`src/rtl/instr_fetch_decode_pkg.sv`:
```
// Shared definitions for the instruction fetch/decode slice: FSM state
// encoding, opcode constants and the PC step size.
package instr_fetch_decode_pkg;

  typedef enum logic [1:0] {
    ST_IDLE  = 2'd0,
    ST_FETCH = 2'd1,
    ST_ISSUE = 2'd2,
    ST_HALT  = 2'd3
  } state_t;

  localparam logic [5:0] OP_ZERO         = 6'h00;
  localparam logic [5:0] OP_ANDI         = 6'h0C;
  localparam logic [5:0] OP_ORI          = 6'h0D;
  localparam logic [5:0] OP_XORI         = 6'h0E;
  localparam logic [5:0] OP_LUI          = 6'h0F;
  localparam logic [5:0] OP_HALT_DEFAULT = 6'h3F;

  localparam logic [31:0] PC_STEP = 32'd4;

  // Branch targets are forced onto a word boundary before loading the PC.
  function automatic logic [31:0] align_word(input logic [31:0] addr);
    return {addr[31:2], 2'b00};
  endfunction

endpackage

```
`src/rtl/instr_fetch_decode_sext_decode.sv`:
```
// Opcode-to-extension-mode decode: logical immediates and lui take a
// zero-extended immediate, everything else is sign-extended.
module sext_decode
  import instr_fetch_decode_pkg::*;
(
  input  logic [5:0] opcode,
  output logic       sext
);

  // Pure lookup on the opcode field; no state.
  always_comb begin
    sext = 1'b1;
    case (opcode)
      OP_ZERO, OP_ANDI, OP_ORI, OP_XORI, OP_LUI: sext = 1'b0;
      default:                                   sext = 1'b1;
    endcase
  end

endmodule

```
`src/rtl/instr_fetch_decode.sv`:
```
// Instruction fetch/decode front end: requests a word from instruction
// memory, latches it with its immediate and extension mode, presents it
// downstream until it retires, then advances or redirects the PC.
module instr_fetch_decode
  import instr_fetch_decode_pkg::*;
#(
  parameter logic [31:0] PC_RESET = 32'h0000_0000,
  parameter logic [5:0]  HALT_OP  = OP_HALT_DEFAULT
)(
  input  logic        clk,
  input  logic        rst,
  input  logic        start,
  output logic        mem_req,
  output logic [31:0] mem_addr,
  input  logic        mem_ack,
  input  logic [31:0] mem_rdata,
  input  logic        stall,
  input  logic        branch_taken,
  input  logic [31:0] branch_target,
  output logic [31:0] pc,
  output logic [31:0] ir,
  output logic [15:0] imm,
  output logic        sext,
  output logic        out_valid,
  output logic        halted
);

  state_t state;
  logic   sext_next;

  sext_decode u_sext_decode (
    .opcode (mem_rdata[31:26]),
    .sext   (sext_next)
  );

  assign mem_addr = pc;

  // Fetch/issue sequencer with all outputs registered alongside the state.
  always_ff @(posedge clk or posedge rst) begin
    if (rst) begin
      state     <= ST_IDLE;
      pc        <= PC_RESET;
      ir        <= 32'h0;
      imm       <= 16'h0;
      sext      <= 1'b0;
      mem_req   <= 1'b0;
      out_valid <= 1'b0;
      halted    <= 1'b0;
    end else begin
      case (state)
        ST_IDLE: begin
          if (start) begin
            state   <= ST_FETCH;
            mem_req <= 1'b1;
          end
        end
        ST_FETCH: begin
          if (mem_ack) begin
            ir        <= mem_rdata;
            imm       <= mem_rdata[15:0];
            sext      <= sext_next;
            mem_req   <= 1'b0;
            out_valid <= 1'b1;
            state     <= ST_ISSUE;
          end
        end
        ST_ISSUE: begin
          if (!stall) begin
            pc        <= branch_taken ? align_word(branch_target) : pc + PC_STEP;
            out_valid <= 1'b0;
            if (ir[31:26] == HALT_OP) begin
              state  <= ST_HALT;
              halted <= 1'b1;
            end else begin
              state   <= ST_FETCH;
              mem_req <= 1'b1;
            end
          end
        end
        ST_HALT: begin
          halted  <= 1'b1;
          mem_req <= 1'b0;
        end
        default: begin
          state <= ST_IDLE;
        end
      endcase
    end
  end

endmodule

```
`config.mk`:
```
export PLATFORM = sky130hd
export DESIGN_NAME = instr_fetch_decode
export DESIGN_NICKNAME = d
export VERILOG_FILES = /design/src/rtl/instr_fetch_decode_pkg.sv /design/src/rtl/instr_fetch_decode_sext_decode.sv /design/src/rtl/instr_fetch_decode.sv
export SDC_FILE = /design/constraint.sdc
export NUM_CORES = 1
export LEC_CHECK = 0
export CORE_ASPECT_RATIO = 0.8
export CORE_MARGIN = 8
export CORE_UTILIZATION = 35
export DETAILED_ROUTE_END_ITERATION = 12
export PLACE_DENSITY = 0.69
export REMOVE_ABC_BUFFERS = 1
export SYNTH_ARGS = -nofsm -noshare
export SYNTH_HDL_FRONTEND = slang
export SYNTH_SLANG_ARGS = --single-unit
export TNS_END_PERCENT = 10
```
`constraint.sdc`:
```
create_clock -name clk -period 2.5 [get_ports clk]
set_clock_uncertainty 0.05 [all_clocks]
set_input_delay 0.25 -clock clk [delete_from_list [all_inputs] [get_ports clk]]
set_output_delay 0.25 -clock clk [all_outputs]
set_load 0.05 [all_outputs]
```
==> metrics.txt, run 1 <==
status=finished, final reports clean; hold slack=0.222 ns; CTS tree=done; Synth Instances=420; Tot GR Track Use=16.7%; CTS Buf Count=9; Net Sw Frac=19.6%; Worst-Margin Slew=0.566 ns; WP data required=2.68 ns; Max Freq=0.491 GHz; Die ar.=0.0154 sq mm; CP Max Fanout=11; critical path type=reg -> reg; post-synth top area cell=dfrtp_1; nets@finish=624; fill count=1012; number of synthesized flops with an enable pin=0; Starting Density=35.6%; GR Layer Usage met3=3.57%; P_leak=2.52 nW; drt via density=5.25; DRT antenna net count=0; setup violators final=0; share of cells above drive strength 1=12.8%; post-DP HPWL=10.0 mm; die extent in x=137 microns; Tightest Hold Check Type=in -> async; register area share after synthesis=41.8%; internal power=2.24 mW; n_diodes=0; area delta synth->final=48.0%; RePlAce Congestion=0.835; clock latency on the worst-skew pair=0.33 ns; largest net degree at the start of global routing=57; Post-route DRC=0; vias=3682; Worst EP arrival=2.22 ns; CTS Hold Bufs=0; GR Util met2=29.0%; Final Hold Vio Count=0; flops & latches, synth=68; CTS sink count=68; Synth warnings=0; Syn Area/Cell=9.70 sq um; CORE AREA=0.0114 sq mm; GRT overflow=0; most numerous cell in the Yosys netlist=dfrtp_1; Pwr per Cell Area=462 mW/mm^2; Critical Path End Type=register; drt wl/cell=18.9 microns; Die Y=113 microns; initial antenna violation count=0; final wirelength=13.3 mm; most area-consuming cells after synthesis=dfrtp_1 42%, buf_4 9.4%, mux2_2 8.8%; relative slew slack=62.0%; I/O Buffers=179; drt first-iter violations=272; Reg power frac=39.5%; post-placement cell count=685; met1 GRT Util=20.3%; first-pass GRT wire length=20.4 mm; Comb power frac=7.0%; Synth Flop Type=dfrtp_1; Final Max Slew Viols=0; Max Cap Viol=0; Clock Root Buffer=clkbuf_16; I/O pin count=186; clock slew at reported path FFs=0.06 ns; Most Crowded Layer GR=met2; Worst VDD drop=0.387 mV; commonest cells in the netlist=68 x dfrtp_1, 51 x buf_4, 32 x mux2_2; Site Rows=35; sw power=0.546 mW; Clock Power Share=53.4%; Mapped Area=0.00407 sq mm; Tcrit/Tclk final=81.4%; minimum clock period=2.03 ns; Clock Tree Buf Depth=2; Async SR Flop Fraction=100%; # Post-CTS Setup Buffers=0; vias in the first global route=3730; Post-Layout Cell Count=701; share of the synthesized area in the top cell type=41.8%; unrepaired setup endpoints after global routing=false; htree depth=3; DRT Pass-1 Iters=4; CTS resizes=0; Critical Path Start Type=register; Synth cell types=58
==> through the flow <==
step	setup WS [ns]	utilization (%)	setup TNS, ns	power, mW	area [sq um]
after floorplan	-0.519	-	-3.22	1.17	3580
after global placement	0.443	49.7	0	1.31	5680
after detailed placement	0.394	49.7	0	1.32	5680
after CTS	0.459	52.7	0	2.81	6030
after global routing	0.273	52.7	0	2.86	6030
final	0.465	52.7	0	2.79	6030
==> state kept, by name (all words and copies together), names as in the netlist <==
register / cells
out_valid: 1
ir: 32
state: 2
mem_addr: 30
mem_req: 1
halted: 1
sext: 1
==> logic make-up after synthesis <==
logic type / synth area share (%)
mux: 10.3
buf+inv: 13.3
other cells: 0.0920
fa+ha+maj: 1.84
compound gates: 13.6
simple gates: 19.0
flops: 41.8
==> layout make-up <==
class,instances,area (sq um),area share [%]
timing repair buffer,190,1910,31.6
multi-input combinational,270,1850,30.7
sequential,68,1700,28.2
clock buffer,12,256,4.25
tap,148,185,3.07
clock inverter,4,95.1,1.58
inverter,9,33.8,0.560
==> per-layer routing <==
layer	vias up	part of all wire (%)
met2	117	52
li1	1742	-
met5	-	0
met4	0	1.2
met1	1812	41
met3	11	5.6
==> placed cells by master (no fill, tap or decap), types with 10 or more instances in the layout <==
master and n:
nor2_1 16, clkdlybuf4s50_1 178, nand3_1 28, nand4_1 11
and3_1 10, o21ai_0 28, mux2_2 32, dfrtp_1 68
a21oi_1 20, nor3_1 14, nand2_1 17
==> worst max-delay path, stage by stage, from the launching register on <==
cell      delay (ns)
dfrtp_1         0.47
ha_1            0.24
nand3_1         0.27
nor4_2          0.34
buf_4           0.22
nand3_1         0.10
a211oi_1        0.24
==> final timing paths <==
| path | from | endpoint | slack (ns) | depth (start not counted) |
|---|---|---|---|---|
| worst max-delay path | mem_addr[2] | mem_addr[28] | 0.47 | 6 |
| worst min-delay path | rst | ir[9] | 0.22 | 2 |
| worst max register to register | mem_addr[2] | mem_addr[28] | 0.47 | 6 |
| max in group asynchronous | rst | ir[26] | 1.55 | 3 |
| worst min register to register | halted | halted | 0.41 | 1 |
| min in group clk | branch_taken | mem_addr[19] | 0.39 | 4 |
==> power groups by stage <==
stage	combinational (mW)	sequential [mW]	clock [mW]
global placement	0.194	1.12	0
floorplan	0.0526	1.12	0
CTS	0.197	1.10	1.51
global route	0.211	1.10	1.55
detailed placement	0.197	1.12	0
finish	0.195	1.10	1.49
Power figures use the tool's default switching activity.
==> run 2: changes to the inputs <==
PLACE_DENSITY = 0.72   (was 0.69)
clock period = 1.85 ns   (was 2.5 ns; I/O delays follow)
==> run 2 against run 1 <==
  * Wire length rose by 3.0%
  * Count of clock-buffer cells in the layout down 2
  * Non-clock buffer count grew 36
  * Final cell count up 5.0%
  * Sequential share of layout area is 0.60 points lower
  * Hold slack got worse by 0.023 ns
  * Power increased by 24%
  * Clock power rose by 14%
==> metrics.txt, run 2 (same netlist as run 1, synthesis figures left out) <==
initial antenna violation count=0 (unchanged); Max Freq=0.554 GHz; Max Cap Viol=0 (unchanged); CTS Buf Count=9 (unchanged); htree depth=3 (unchanged); Worst path top cell family by delay=buffers and inverters; worst r2r path cells=6 (unchanged); internal power=2.70 mW (+21%); status=finished, final reports clean; Tcrit/Tclk final=97.6%; P_leak=2.85 nW (+13%); leading cell type in the layout, fill and taps excluded=clkdlybuf4s50_1; Final Max Slew Viols=0 (unchanged); Worst-Margin Slew=0.538 ns (-0.0285 ns); sw power=0.748 mW (+37%); largest net degree at the start of global routing=69 (+21%); Metal-1 WL=5.40 mm (-1.6%); CORE AREA=0.0114 sq mm (unchanged); met3 wire length=797 microns (+8.1%); Die Y=113 microns (unchanged); I/O pin count=186 (unchanged); Critical Path Start Type=register; Net Sw Frac=21.7% (+2.1 points); share of cells above drive strength 1=29.9% (+17 points); Die ar.=0.0154 sq mm (unchanged); Comb power frac=7.6% (+0.6 points); drt first-iter violations=291 (+7.0%); RePlAce Congestion=0.866 (+3.7%); clock latency on the worst-skew pair=0.33 ns (about the same); worst-path cell chain=clkdlybuf4s50_1; vias=3871 (+5.1%); n_diodes=0 (unchanged); Largest register FFs=32 (unchanged); Pwr per Cell Area=559 mW/mm^2 (+21%); DRT Pass-1 Iters=5 (+1); Clock Tree Buf Depth=2 (unchanged); die extent in x=137 microns (unchanged); critical-path cell with the highest stage delay=clkdlybuf4s50_1; Clock Power Share=49.2% (-4.2 points); drt wl/cell=18.6 microns (-1.9%); Final Hold Vio Count=0 (unchanged); CP Max Fanout=3 (-8); CP Depth=1 (-5); worst setup margin=0.0451 ns (-0.420 ns); setup violators final=0 (unchanged); CTS sink count=68 (unchanged); vias in the first global route=4021 (+7.8%); most frequent cells in the layout=117 x clkdlybuf4s50_1, 99 x buf_4, 66 x dfrtp_1; Starting Density=35.6% (unchanged); DRT antenna net count=0 (unchanged); Site Rows=35 (unchanged); Worst VDD drop=0.563 mV (+45%); hold slack=0.199 ns (-0.0227 ns); Reg power frac=43.1% (+3.6 points); drt via density=5.26 (+0.13%); nets@finish=660 (+5.8%); clock slew at reported path FFs=0.06 ns (about the same); Critical Path End Type=primary output; DP Worst Slack=-0.0656 ns (-0.460 ns); Post-route DRC=0 (unchanged); critical path type=reg -> out; I/O Buffers=179 (unchanged); Top Layer Used=met4; WP data required=1.62 ns (-1.06 ns); sum of buffers and inverters on the critical path=1 (unchanged); relative slew slack=64.0% (+2.1 points); CTS Hold Bufs=0 (unchanged); CTS tree=done; DR WL met2=7.21 mm (+4.6%); area delta synth->final=51.4%; Worst EP arrival=1.57 ns (-0.65 ns); Tightest Hold Check Type=in -> async; Tot GR Track Use=17.4% (+0.76 points); minimum clock period=1.80 ns; final wirelength=13.7 mm (+3.0%); Clock Root Buffer=clkbuf_16; first-pass GRT wire length=21.3 mm (+4.4%); post-DP HPWL=10.5 mm (+4.9%); Biggest register=ir; fill count=982 (-3.0%); unrepaired setup endpoints after global routing=true; GRT overflow=0 (unchanged); slowest stage delay, CP=0.84 ns (+0.37 ns)
run 2: worst paths after layout:
check	slack (ns)	endpoint	startpoint
max	0.05	imm[12]	ir[12]
min	0.20	ir[23]	rst
max reg2reg	0.05	mem_addr[28]	mem_addr[11]
min reg2reg	0.42	halted	halted
max in group asynchronous	1.24	mem_addr[7]	rst
min in group clk	0.20	mem_addr[26]	branch_taken
run 2: what timing repair did:
item / in CTS / in global routing
pin swaps: 0 / 2
cloned: 0 / 1
setup endpoints to repair: 10 / 16
buffers inserted: 0 / 5
resized for setup: 4 / 17
run 2: layout make-up:
| type | instances | area, sq um | share of cell area [%] |
|---|---|---|---|
| Timing Repair Buffer | 226 | 2040 | 33.1 |
| Clock buffer | 10 | 239 | 3.88 |
| Inverter | 9 | 33.8 | 0.548 |
| Clock inverter | 5 | 52.6 | 0.852 |
| Tap cell | 148 | 185 | 3.00 |
| Sequential cell | 68 | 1700 | 27.6 |
| Multi-Input combinational cell | 270 | 1910 | 31.0 |
run 2: metrics by stage:
| step | setup TNS [ns] | power, mW | cell area (sq um) | util [%] | instances |
|---|---|---|---|---|---|
| 6_report | 0 | 3.45 | 6170 | 54.0 | 736 |
| 5_1_grt | -0.0539 | 3.56 | 6170 | 54.0 | 736 |
| 4_1_cts | -0.00163 | 3.49 | 6060 | 53.0 | 730 |
| 3_5_place_dp | -0.0867 | 1.78 | 5760 | 50.4 | 715 |
| 3_3_place_gp | 0 | 1.78 | 5760 | 50.4 | 715 |
| 2_1_floorplan | -29.55 | 1.59 | 3580 | - | 347 |
run 2: metal layers:
metal / vias up / track usage, %
met5: - / 0
met4: 0 / 5.70
met3: 22 / 3.48
met2: 130 / 30.7
met1: 1904 / 20.7
li1: 1815 / -
run 2: power groups by stage:
| stage | clock network, mW | logic [mW] | registers (mW) |
|---|---|---|---|
| 2_1_floorplan | 0 | 0.0711 | 1.51 |
| 3_3_place_gp | 0 | 0.261 | 1.51 |
| 3_5_place_dp | 0 | 0.264 | 1.51 |
| 4_1_cts | 1.74 | 0.265 | 1.49 |
| 5_1_grt | 1.79 | 0.288 | 1.49 |
| 6_report | 1.70 | 0.264 | 1.49 |
